--- src/rtl/ord_tx_framer.sv ---
// Order transmit framer: buffers 128-bit orders, rate-limits them with a token bucket and
// serialises each into a 5-beat, 32-bit packet (header with sequence number + 4 payload beats).
module ord_tx_framer #(
   parameter int unsigned FIFO_DEPTH   = 4,
   parameter int unsigned TOKEN_MAX    = 8,
   parameter int unsigned TOKEN_PERIOD = 256
) (
   input  logic         clk,
   input  logic         reset_n,
   input  logic         ord_valid,
   input  logic [127:0] ord_data,
   output logic         ord_ready,
   output logic         tx_valid,
   input  logic         tx_ready,
   output logic [31:0]  tx_data,
   output logic         tx_sop,
   output logic         tx_eop,
   output logic [1:0]   tx_empty,
   output logic [15:0]  drop_cnt,
   output logic [7:0]   tokens
);

   localparam int unsigned AW = (FIFO_DEPTH > 1) ? $clog2(FIFO_DEPTH) : 1;
   localparam int unsigned CW = $clog2(FIFO_DEPTH + 1);
   localparam int unsigned RW = $clog2(TOKEN_PERIOD);

   typedef enum logic [1:0] {StIdle, StHdr, StPay} state_e;

   logic [127:0]  mem [FIFO_DEPTH];
   logic [AW-1:0] wptr_q, wptr_d, rptr_q, rptr_d;
   logic [CW-1:0] count_q, count_d;
   logic [RW-1:0] rcnt_q, rcnt_d;
   logic [7:0]    tokens_d;
   logic [15:0]   drop_d;
   state_e        state_q, state_d;
   logic [1:0]    idx_q, idx_d;
   logic [15:0]   seq_q, seq_d;
   logic [127:0]  hold_q, hold_d;
   logic          tx_valid_d, tx_sop_d, tx_eop_d;
   logic [31:0]   tx_data_d;
   logic          full, empty, pop, push, drop, wrap;

   assign tx_empty = 2'b00;
   assign full     = (count_q == CW'(FIFO_DEPTH));
   assign empty    = (count_q == '0);
   assign pop      = (state_q == StIdle) && !empty && (tokens != 8'd0);
   // A pop in the same cycle frees a slot, so a push against a full buffer still lands.
   assign push     = ord_valid && (!full || pop);
   assign drop     = ord_valid && full && !pop;
   assign wrap     = (rcnt_q == RW'(TOKEN_PERIOD - 1));

   // Buffer, bucket and drop-counter next-state.
   always_comb begin
      wptr_d   = push ? wptr_q + AW'(1) : wptr_q;
      rptr_d   = pop ? rptr_q + AW'(1) : rptr_q;
      count_d  = count_q;
      if (push && !pop) count_d = count_q + CW'(1);
      else if (!push && pop) count_d = count_q - CW'(1);
      rcnt_d   = wrap ? '0 : rcnt_q + RW'(1);
      tokens_d = tokens;
      if (pop && !wrap) tokens_d = tokens - 8'd1;
      else if (!pop && wrap && (tokens < 8'(TOKEN_MAX))) tokens_d = tokens + 8'd1;
      drop_d   = (drop && (drop_cnt != 16'hFFFF)) ? drop_cnt + 16'd1 : drop_cnt;
   end

   // Order storage; contents need no reset since the pointers define validity.
   always_ff @(posedge clk) begin
      if (reset_n && push) mem[wptr_q] <= ord_data;
   end

   // State register: FSM, buffer pointers, bucket and all registered outputs.
   always_ff @(posedge clk) begin
      if (!reset_n) begin
         state_q   <= StIdle;
         idx_q     <= 2'd0;
         seq_q     <= 16'd0;
         hold_q    <= '0;
         wptr_q    <= '0;
         rptr_q    <= '0;
         count_q   <= '0;
         rcnt_q    <= '0;
         tokens    <= 8'(TOKEN_MAX);
         drop_cnt  <= 16'd0;
         ord_ready <= 1'b1;
         tx_valid  <= 1'b0;
         tx_sop    <= 1'b0;
         tx_eop    <= 1'b0;
         tx_data   <= 32'd0;
      end else begin
         state_q   <= state_d;
         idx_q     <= idx_d;
         seq_q     <= seq_d;
         hold_q    <= hold_d;
         wptr_q    <= wptr_d;
         rptr_q    <= rptr_d;
         count_q   <= count_d;
         rcnt_q    <= rcnt_d;
         tokens    <= tokens_d;
         drop_cnt  <= drop_d;
         ord_ready <= (count_d != CW'(FIFO_DEPTH));
         tx_valid  <= tx_valid_d;
         tx_sop    <= tx_sop_d;
         tx_eop    <= tx_eop_d;
         tx_data   <= tx_data_d;
      end
   end

   // FSM next-state: advance only on an accepted beat.
   always_comb begin
      state_d = state_q;
      idx_d   = idx_q;
      seq_d   = seq_q;
      hold_d  = hold_q;
      unique case (state_q)
         StIdle: begin
            if (pop) begin
               hold_d  = mem[rptr_q];
               state_d = StHdr;
            end
         end
         StHdr: begin
            if (tx_ready) begin
               state_d = StPay;
               idx_d   = 2'd0;
            end
         end
         StPay: begin
            if (tx_ready) begin
               idx_d = idx_q + 2'd1;
               if (idx_q == 2'd3) begin
                  state_d = StIdle;
                  seq_d   = seq_q + 16'd1;
               end
            end
         end
         default: state_d = StIdle;
      endcase
   end

   // Output decode from next state so the beat is registered and stable until accepted.
   always_comb begin
      tx_valid_d = (state_d != StIdle);
      tx_sop_d   = (state_d == StHdr);
      tx_eop_d   = (state_d == StPay) && (idx_d == 2'd3);
      tx_data_d  = 32'd0;
      if (state_d == StHdr) begin
         tx_data_d = {seq_d, 16'h0010};
      end else if (state_d == StPay) begin
         unique case (idx_d)
            2'd0: tx_data_d = hold_d[127:96];
            2'd1: tx_data_d = hold_d[95:64];
            2'd2: tx_data_d = hold_d[63:32];
            2'd3: tx_data_d = hold_d[31:0];
            default: tx_data_d = 32'd0;
         endcase
      end
   end

endmodule
--- config.mk ---
export PLATFORM = sky130hd
export DESIGN_NAME = ord_tx_framer
export DESIGN_NICKNAME = d
export VERILOG_FILES = /design/src/rtl/ord_tx_framer.sv
export SDC_FILE = /design/constraint.sdc
export NUM_CORES = 1
export LEC_CHECK = 0
export CORE_UTILIZATION = 40
export DETAILED_ROUTE_END_ITERATION = 6
export GPL_TIMING_DRIVEN = 0
export PLACE_DENSITY = 0.6
export REMOVE_ABC_BUFFERS = 1
export SYNTH_ARGS = -nofsm -noshare
export SYNTH_HDL_FRONTEND = slang
export SYNTH_SLANG_ARGS = --single-unit
--- constraint.sdc ---
create_clock -name clk -period 10.72 [get_ports clk]
set_clock_uncertainty 0.05 [all_clocks]
set_input_delay 2.144 -clock clk [delete_from_list [all_inputs] [get_ports clk]]
set_output_delay 2.144 -clock clk [all_outputs]
set_load 0.005 [all_outputs]
Yosys cells after proc, flatten, opt, wreduce, memory -nomap -nowiden:

Memories as Yosys holds them, arrays and structs flattened. A register that Yosys moved wholly into a read port is not among the register bits.
Index checks and enable logic that the tools add are counted.

* memory bits (writable): 512
* bits of input ports: 132
* output and inout port bits: 62
* bits in registers: 223
* word-level logic and storage cells: 93
* memories kept: 1

* magnitude comparators: 1
* equality and inequality tests: 12
* reductions and logical operators: 27
* bitwise gates (word level): 2
* $add $sub $neg: 10
* mux-type cells: 24

Memories
* mem: words 4, width 128, rd ports 1, clocked after memory_dff 1, write ports 1, RTL line 29 `logic [127:0] mem [FIFO_DEPTH];`

Operators by type and width (count)
* 128-bit two-way mux: 2
* 32-bit one-hot mux with 4 select lines: 1
* 32-bit two-way mux: 2
* 16-bit two-way mux: 3
* 16-bit by 1-bit adder with 16-bit output (second input constant): 2
* 8-bit by 1-bit adder with 8-bit output (second input constant): 2
* 2-bit two-way mux: 8
* 8-bit two-way mux: 2
* 16-bit inequality test (second input constant): 1
* 1-bit logical AND: 13
* 2-bit equality test (second input constant): 5
* 8-bit equality test (second input constant): 1
* 8-bit by 4-bit < comparator with 1-bit output (second input constant): 1
* 8-bit nonzero test: 1
* 8-bit by 1-bit subtractor with 8-bit output (second input constant): 1
* 2-bit by 1-bit adder with 2-bit output (second input constant): 3
* 2-bit by 1-bit equality test with 1-bit output (second input constant): 3
* 3-bit two-way mux: 2
* 2-bit one-hot mux with 3 select lines: 1
* 1-bit zero test: 5
* 2-bit zero test: 2
* 2-bit one-hot mux with 2 select lines: 1
* 2-bit nonzero test: 2
* 3-bit by 1-bit adder with 3-bit output (second input constant): 1
* 9 further kinds: 11

Depth between registers and ports, before layout:

* word-level depth: 11
* depth in mapped cells: 12

Worst setup path after synthesis:

No wires, ideal clock.

* path type: input-to-reg
* from: input port reset_n
* to: memory mem[0][0] (enable)
* library setup time: 0.617 ns
* data required time: 10.053 ns
* arrival: 8.221 ns
* stages: 4
* path slack: 1.832 ns
* cell sequence: clkbuf_1 clkbuf_1 nand3_1 nor2_1

* longest elaborated chain between the ends: 3

RTL lines
* start, declared: RTL line 9 `input logic reset_n,`
* 1-bit logical AND: RTL line 68 `if (reset_n && push) mem[wptr_q] <= ord_data;`
* 1-bit two-way mux: RTL line 68
* 1-bit two-way mux (implied by the code): RTL line 68
* end, declared: RTL line 29

No other way between the ends.

Worst setup path in the final report:

* from: input port reset_n
* to: memory mem[2][111] (enable)

Same word-level chain as after synthesis.

==> flow_metrics.tcl <==
set metrics [dict create \
    cts-resized-gates 0 \
    clock_path_buffers 3 \
    drive_gt1_share_pct 17.5 \
    postCtsSetupRepairBufs 0 \
    crit_path_start_kind "input pin" \
    cp_slowest_cell "clkdlybuf4s50_1" \
    synthSimpleGateAreaFrac_pct 6.96 \
    io_buffers 191 \
    relSlewSlack_pct 10.7 \
    setup_viol 0 \
    cts.sinks 737 \
    grt_pass1_wl_mm 92.8 \
    period_minus_slack_ns 5.20 \
    yosys.area_share.adder_pct 0.762 \
    synth.area.top_cells "edfxtp_1 (55%), dfxtp_1 (16%), mux4_2 (12%), nand2_1 (3.8%), a21oi_1 (2.5%)" \
    critPathMaxFanout 29 \
    regArea_um2 19900 \
    fin_util_pct 49.7 \
    rsz0062_at_grt "no" \
    core-area_um2 68800 \
    synth_edf_count 512 \
    synthMuxAreaShare_pct 13.2 \
    grt_pass1_vias 15867 \
    via_per_inst 5.19 \
    cts_max_level 3 \
    slew_viol_final 0 \
    synth_top_cell_area_share_pct 55.1 \
    place.gp.congestion 0.799 \
    critPathRequiredTime_ns 10.98 \
    rows 96 \
    fin_crit_sh_pct 48.5 \
    outcome "finished, final reports clean" \
    yosysMostFrequentCell "edfxtp_1" \
    initial_core_util_pct 40.6 \
    path_cells "clkdlybuf4s50_1 > nand3_1 > nor2_4 > buf_12 > buf_12 > buf_12" \
    syn-cell-area_um2 27900 \
    drt_iter0_drc 1068 \
    syn_to_final_growth_pct 22.5 \
    die_area_um2 70900 \
    fin_nets 2112 \
    drc_errors 0 \
    multi_input_area_um2 7520 \
    criticalPathCategory "input pin to flip-flop" \
    hold_path_class "flip-flop to flip-flop" \
    dpl.hpwl_mm 37.1 \
    insertion_delay_ns 0.63 \
    cp.arrival_ns 5.46 \
    drv_cap 0 \
    synth_top_flop_cell "edfxtp_1" \
    synth_top_family_by_area "multiplexers" \
    fmax_ghz 0.192 \
    track_usage_pct 17.3 \
    cts_tree "yes" \
    synth-xor-area-share_pct 0.784 \
    synth.avg_cell_area_um2 16.0 \
    ys_async_sr_fraction_pct 0 \
    critPathMaxStageDelay_ns 1.36 \
    tns_ns 0 \
    overflow 0 \
    synth_common_cells "edfxtp_1 (512), nand2_1 (285), dfxtp_1 (225), mux4_2 (145), a21oi_1 (139)" \
    cp-end-kind "flip-flop" \
    synth-compound-area-share_pct 5.05 \
    yosysSeqAreaShare_pct 71.2 \
    wl_per_cell_um 20.3 \
    fillCellCount 5732 \
    postCtsHoldBufs 0 \
    die_x_um 266 \
    ir_worst_vdd_uv 195 \
    first_pass_iters 5 \
    antennaDiodeCount 0 \
    ys_ff_latch 737 \
    cts_buffers 79 \
    ctsRootBufferMaster "clkbuf_16" \
    yosys_warnings 0 \
    tightest_slew_ns 1.34 \
    cts.clk_slew.worst_paths_ns 0.06 \
    p_leak_nw 11.2 \
    synth_cell_type_count 68 \
    power_density_nw_per_um2 249 \
    grt_max_degree 92 \
    die_h_um 266 \
    routed_wl_mm 60.0 \
    finalHoldViolations 0 \
    yosys.area.top_type "edfxtp_1" \
    post_synth_inst_count 1743 \
    antenna_found_initial 9 \
    vias 15360 \
    final_antenna_net_count 0 \
    ios 194 \
    worst_path_most_repeated_cell "buf_12" \
]
-- cell families after synthesis --
logic type               after synthesis
flip-flops                           737
other                                  1
multiplexers                         186
XOR/XNOR                              25
AND/OR/NAND/NOR                      436
buffers and inverters                124
AO/OA/AOI/OAI                        217
adder cells (fa/ha/maj)               17
-- state kept, by name, indices dropped and copies added, names as in the netlist, 3 cells and up, named ones only --
name and flops:
tx_data 32, rcnt_q 8, count_q 3, tokens 8, drop_cnt 16, hold_q 128, seq_q 16, mem 512
-- per-layer routing --
| layer | track usage, % | wire length [um] |
|---|---|---|
| met5 | 0 | 129 |
| met1 | 22.4 | 25800 |
| met4 | 5.48 | 1470 |
| met2 | 29.0 | 29700 |
| met3 | 3.85 | 2940 |
-- cell type report --
| cell class | instances | share of cell area [%] |
|---|---|---|
| inverters | 23 | 0.274 |
| flip-flops and latches | 737 | 58.2 |
| multi-input cells | 883 | 22.0 |
| clock inverters | 36 | 1.32 |
| repair buffers | 239 | 8.36 |
| clock buffers | 110 | 6.48 |
| well taps | 931 | 3.41 |
-- report_power, final --
group	total, mW	internal (mW)	leakage, nW	switching, mW
sequential	3.57	3.38	6.49	0.186
clock	2.77	1.65	1.31	1.11
combinational	2.19	0.946	3.37	1.24
-- worst max-delay path: cells and delay by family --
kind	cells	cell delay, ns
simple gates	2	1.20
buf+inv	4	2.05
-- worst paths after layout --
kind,from,to,slack [ns],depth (start not counted)
max,reset_n,mem[2][111]$_DFFE_PP_,5.52,6
min,hold_q[17]$_SDFF_PN0_,hold_q[17]$_SDFF_PN0_,0.40,2
max reg2reg,count_q[0]$_SDFF_PN0_,tx_data[1]$_SDFF_PP0_,6.76,8
min reg2reg,hold_q[17]$_SDFF_PN0_,hold_q[17]$_SDFF_PN0_,0.40,2
-- layout by cell type, fill, tap and decap left out, types with 9 or more instances in the layout --
cell type	n
clkinv_2	15
clkbuf_16	81
inv_1	22
nand3_1	23
mux4_2	145
buf_16	12
edfxtp_1	512
nand2_1	285
dfxtp_1	223
clkbuf_1	20
a22o_1	15
or3_1	9
ha_1	17
a21oi_1	139
o21ai_0	9
nor2_1	40
buf_12	22
clkdlybuf4s50_1	191
xor2_1	18
mux2i_1	40
nand4_1	11
a221oi_2	10
and3_1	14
-- through the flow --
stage | total power [mW] | hold WS [ns] | instance area (um^2) | setup WS [ns] | cells
6_report | 8.52 | 0.401 | 34200 | 5.52 | 2959
5_1_grt | 8.95 | 0.418 | 34200 | 5.30 | 2959
4_1_cts | 8.64 | 0.392 | 34200 | 5.49 | 2959
3_5_place_dp | 5.86 | 0.384 | 31500 | 4.85 | 2813
3_3_place_gp | 5.92 | 0.373 | 30500 | -4.91 | 2765
2_1_floorplan | 5.10 | 0.363 | 27400 | 2.45 | 1643
Note: power is estimated with default switching activity, not from simulation.
